$ cat src/rtl/split_arbiter.sv
// Two-master bus arbiter with round-robin grants and split-transaction deferral/resume.
// Every grant is followed by one dead IDLE cycle; all outputs come from registers.
module split_arbiter #(
   parameter bit SPLIT_EN = 1'b1
) (
   input  logic clk,
   input  logic rstn,
   input  logic m1_breq,
   input  logic m2_breq,
   input  logic split_req,
   input  logic split_rdy,
   output logic m1_bgrant,
   output logic m2_bgrant,
   output logic m1_split,
   output logic m2_split,
   output logic split_grant,
   output logic msel,
   output logic bus_busy
);

   typedef enum logic [1:0] {StIdle, StGnt1, StGnt2} state_e;

   state_e state_q;
   logic   last_gnt_q;   // 0 = M1, 1 = M2
   logic   spl_pend_q;
   logic   spl_own_q;    // 0 = M1, 1 = M2
   logic   m1_split_q;
   logic   m2_split_q;
   logic   split_grant_q;
   logic   msel_q;

   logic own_breq;
   logic req1;
   logic req2;
   logic cur_m;
   logic cur_breq;

   assign own_breq = spl_own_q ? m2_breq : m1_breq;
   assign req1     = m1_breq & ~m1_split_q;
   assign req2     = m2_breq & ~m2_split_q;
   assign cur_m    = (state_q == StGnt2);
   assign cur_breq = cur_m ? m2_breq : m1_breq;

   always_ff @(posedge clk or negedge rstn) begin
      if (!rstn) begin
         state_q       <= StIdle;
         last_gnt_q    <= 1'b1;
         spl_pend_q    <= 1'b0;
         spl_own_q     <= 1'b0;
         m1_split_q    <= 1'b0;
         m2_split_q    <= 1'b0;
         split_grant_q <= 1'b0;
         msel_q        <= 1'b0;
      end else begin
         // Split owner abandoned its deferred transaction: forget it
         if (spl_pend_q && !own_breq) begin
            spl_pend_q <= 1'b0;
            m1_split_q <= 1'b0;
            m2_split_q <= 1'b0;
         end
         case (state_q)
            StIdle: begin
               if (spl_pend_q && split_rdy && own_breq) begin
                  state_q       <= spl_own_q ? StGnt2 : StGnt1;
                  msel_q        <= spl_own_q;
                  last_gnt_q    <= spl_own_q;
                  split_grant_q <= 1'b1;
                  spl_pend_q    <= 1'b0;
                  m1_split_q    <= 1'b0;
                  m2_split_q    <= 1'b0;
               end else if (req1 && (!req2 || last_gnt_q)) begin
                  state_q    <= StGnt1;
                  msel_q     <= 1'b0;
                  last_gnt_q <= 1'b0;
               end else if (req2) begin
                  state_q    <= StGnt2;
                  msel_q     <= 1'b1;
                  last_gnt_q <= 1'b1;
               end
            end
            StGnt1, StGnt2: begin
               if (!cur_breq) begin
                  state_q       <= StIdle;
                  split_grant_q <= 1'b0;
               end else if (SPLIT_EN && split_req && !spl_pend_q) begin
                  state_q       <= StIdle;
                  split_grant_q <= 1'b0;
                  spl_pend_q    <= 1'b1;
                  spl_own_q     <= cur_m;
                  if (cur_m) m2_split_q <= 1'b1;
                  else       m1_split_q <= 1'b1;
               end
            end
            default: state_q <= StIdle;
         endcase
      end
   end

   assign m1_bgrant   = (state_q == StGnt1);
   assign m2_bgrant   = (state_q == StGnt2);
   assign m1_split    = m1_split_q;
   assign m2_split    = m2_split_q;
   assign split_grant = split_grant_q;
   assign msel        = msel_q;
   assign bus_busy    = (state_q != StIdle);

endmodule
$ cat config.mk
export PLATFORM = sky130hd
export DESIGN_NAME = split_arbiter
export DESIGN_NICKNAME = d
export VERILOG_FILES = /design/src/rtl/split_arbiter.sv
export SDC_FILE = /design/constraint.sdc
export NUM_CORES = 1
export LEC_CHECK = 0
export ABC_AREA = 1
export CAP_MARGIN = 20
export CORE_MARGIN = 2
export CORE_UTILIZATION = 40
export CTS_BUF_LIST = sky130_fd_sc_hd__clkbuf_4
export CTS_CLUSTER_DIAMETER = 40
export DETAILED_ROUTE_END_ITERATION = 12
export DONT_BUFFER_PORTS = 1
export GPL_TIMING_DRIVEN = 0
export PLACE_DENSITY = 0.51
export SYNTH_ARGS = -nofsm -noshare
export SYNTH_HDL_FRONTEND = slang
export SYNTH_SLANG_ARGS = --single-unit
$ cat constraint.sdc
create_clock -name clk -period 3.3 [get_ports clk]
set_clock_uncertainty 0.15 [all_clocks]
set_input_delay 0.99 -clock clk [delete_from_list [all_inputs] [get_ports clk]]
set_output_delay 0.99 -clock clk [all_outputs]
set_load 0.1 [all_outputs]
Word level (Yosys, flattened, before mapping):

Cells that the tools add are included.

* equal/unequal tests: 5
* multiplexer cells: 33
* bitwise logic cells: 4
* reduce and logical (&&, ||, !) cells: 18

Operators by type and width (count)
* $mux W1: 22
* $mux W2: 6
* $pmux W1 S2: 4
* $reduce_and A3 Y1: 2
* $logic_and A1 B1 Y1: 5
* $ne A4 B4 Y1 const B: 1
* $pmux W2 S2: 1
* $reduce_and A2 Y1: 2
* $reduce_bool A2 Y1: 2
* $logic_not A1 Y1: 3
* $ne A3 B3 Y1 const B: 1
* $reduce_bool A3 Y1: 1
* $and A1 B1 Y1: 2
* $eq A2 B1 Y1 const B: 1
* $eq A2 B2 Y1 const B: 1
* $logic_not A2 Y1: 1
* $ne A2 B2 Y1 const B: 1
* $not A1 Y1: 2
* $reduce_or A2 Y1: 1
* $logic_or A1 B1 Y1: 1

* bits in registers: 9
* word-level logic and storage cells: 68

Depth between registers and ports, before layout:

* depth after elaboration: 8
* mapped depth: 9

Worst setup path after synthesis:

No wires, ideal clock.

* kind: register -> output
* start: register state_q[0]
* end: output bus_busy
* arrival time: 1.330 ns
* slack: 0.830 ns
* stages on the path, launching flop included: 4
* buffers on the path: 0
* cells stage by stage: dfrtp_1 > inv_1 > ha_1 > inv_1

* cells in the longest elaborated chain, start to end: 1

Ends and longest elaborated chain
* from (decl): RTL line 23 `state_e state_q;`
* from (signal assigned): RTL line 46 `state_q <= StIdle;`
* from (signal assigned): RTL line 64 `state_q <= spl_own_q ? StGnt2 : StGnt1;`
* from (signal assigned): RTL line 72 `state_q <= StGnt1;`
* $reduce_bool A2 Y1: RTL line 105 `assign bus_busy = (state_q != StIdle);`
* to (decl): RTL line 18 `output logic bus_busy`

No other way between the ends.

Final worst setup path:

Same ends and word-level chain as after synthesis.

==> results.toml <==
[status]
status = "finished, final reports clean"

[timing]
postLayoutSetupSlackWorst_ns = 0.476
maxSlewViolCount = 0
timing.final.crit_share = 0.856
rsz0062_at_grt = "no"
setup_viol = 0
finalWorstPathRequiredPeriod_ns = 2.82
max_slew_margin = 0.281
timing.setup.tns_ns = 0
hold_ws_ns = 0.262
final-hold-violation-count = 0
worst_pin_slew_ns = 1.08
fmax_mhz = 354

[logic_synthesis]
synth.cell_area_sq_um = 622
synth_top_family_by_area = "simple AND/OR/NAND/NOR gates"
synth_cell_type_count = 17
synth-compound-area-share = 0.0825
synth_edf_count = 0
yosys.area.top_type = "dfrtp_1"
ys_top_cells_by_area = "dfrtp_1, inv_1, nand2_1"
syn_avg_cell_area_sq_um = 7.77
synth_warnings = 0
synthFlopType = "dfrtp_1"
synth_nets = 90
ys_seq_area_frac = 0.364
ys_ff_latch = 9
synth_mux_area_frac = 0
synthXorXnorAreaFrac = 0
synthAdderAreaFrac = 0.0805
synthTopCellsByCount = "inv_1, nand2_1, dfrtp_1, nand2_2, nand3_1"
syn_inst = 80
synthArstFlopShare = 1.00
synth_top_area_share = 0.322
synthSimpleGateAreaFrac = 0.370

[global_routing]
grt_use_total = 0.149
grt_max_degree = 10
grt_pass1_vias = 444
grt_pass1_wl_um = 2000
antenna_found_initial = 0
overflow = 0

[cells_and_area]
final_nets = 95
drive_gt1_frac = 0.286
n_antenna_cell = 0
design_area_sq_um = 672
syn2layout_area_growth_pct = 8.05

[drt]
drt-total-wl_um = 1160
routed_via_density = 4.79
drt-pass1-iter-count = 3
dr_total_vias = 479
ant_nets = 0
drt-initial-drc-count = 10
drc = 0
wl_per_cell_um = 11.6

[run]
drv_cap = 0

[setup_path]
reg2reg_setup_slack_ns = 1.04
worstPathRequired_ns = 2.16
worst-path-stages = 3
max_stage_delay_ns = 0.70
crit_buf_inv = 2
rr_startpoint = "state_q[0]$_DFFE_PN0P_"
path_common_cell = "inv_1"
critPathTopFamily = "buffers and inverters"
critical_path_arrival_ns = 1.68
startpoint_type = "register"
r2r_cells = 8
critPathLaunch = "state_q[0]$_DFFE_PN0P_"
slowest_stage = "inv_1"
rr_endpoint = "state_q[1]$_DFFE_PN0P_"
cp-endpoint = "bus_busy"
critical_path.max_fanout = 4
path_class = "reg -> out"
end_kind = "output port"
cp_cell_sequence = "inv_1, ha_1, inv_1"

[placed_design]
gp_congestion = 0.736
post-place-ws_ns = 0.754
place_area_sq_um = 642
dp_hpwl_um = 933
port_buffers = 0

[clock_tree]
insertion_delay_ns = 0.26
cts_resized = 0
root_buffer = "clkbuf_4"
htree_levels = 1
cts_tree = "done"
cts_setup_buffers = 0
cts_buffers = 3
cts_num_sinks = 9
clk_pin_slew_worst_paths_ns = 0.07
holdBufCountCts = 0
cts.path.max_buffers = 2

[worst_hold_path]
min_path_type = "in -> async"

[die]
start_util = 0.418
fp.dieH_um = 43.4
num_rows = 14
coreArea_sq_mm = 0.00149
io_pins = 13
dieWidth_um = 43.4
dieArea_sq_mm = 0.00189
==> metal layers <==
metal	share of wire	vias up	track usage
met3	0.069	4	0.0458
met4	0.025	0	0.0909
li1	-	252	-
met5	0	-	0
met2	0.41	13	0.194
met1	0.49	210	0.214
==> worst reg2reg max path: cells and delay by family (launching register included) <==
kind,cells,cell delay [ns]
simple gates,4,0.48
compound gates,2,0.17
flops,1,0.41
fa+ha+maj,1,0.88
buf+inv,1,0.09
==> per-stage QoR <==
stage	utilization	std cells
floorplan	-	80
global placement	0.431	96
detailed placement	0.431	96
CTS	0.451	100
global route	0.451	100
finish	0.451	100
==> state kept, by name, indices dropped and copies added, names as in the netlist <==
name	cells
spl_pend_q	1
split_grant	1
spl_own_q	1
m1_split	1
last_gnt_q	1
m2_split	1
state_q	2
msel	1
==> worst min path at each step <==
| stage | from | endpoint | cells after the start |
|---|---|---|---|
| 2_1_floorplan | last_gnt_q$_DFFE_PN1P_ | last_gnt_q$_DFFE_PN1P_ | 2 |
| 4_1_cts | rstn | state_q[0]$_DFFE_PN0P_ | 0 |
| 5_1_grt | rstn | msel$_DFFE_PN0P_ | 0 |
| 6_report | rstn | msel$_DFFE_PN0P_ | 0 |
| 3_3_place_gp | last_gnt_q$_DFFE_PN1P_ | last_gnt_q$_DFFE_PN1P_ | 2 |
| 3_5_place_dp | last_gnt_q$_DFFE_PN1P_ | last_gnt_q$_DFFE_PN1P_ | 2 |
==> layout make-up <==
cell class / instances / area [sq um]
clock buffer: 4 / 30.0
fill: 148 / 817
inverter: 17 / 63.8
multi-input combinational: 54 / 332
sequential: 9 / 226
tap: 16 / 20.0
==> layout by cell type, fill, tap and decap left out, drive strengths merged <==
master and n:
nor2 6, nand2 26, ha 4, dfrtp 8
a21oi 4, nand3 10, o21ai 4, inv 17
clkbuf 4, dfstp 1
==> logic make-up after synthesis <==
group,Yosys count
compound gates,8
fa+ha+maj,4
simple gates,42
buf+inv,17
flops,9
Power is left out: the tool's default activity adds up to more than one toggle a clock period on the data nets, which glitch-free logic cannot reach.
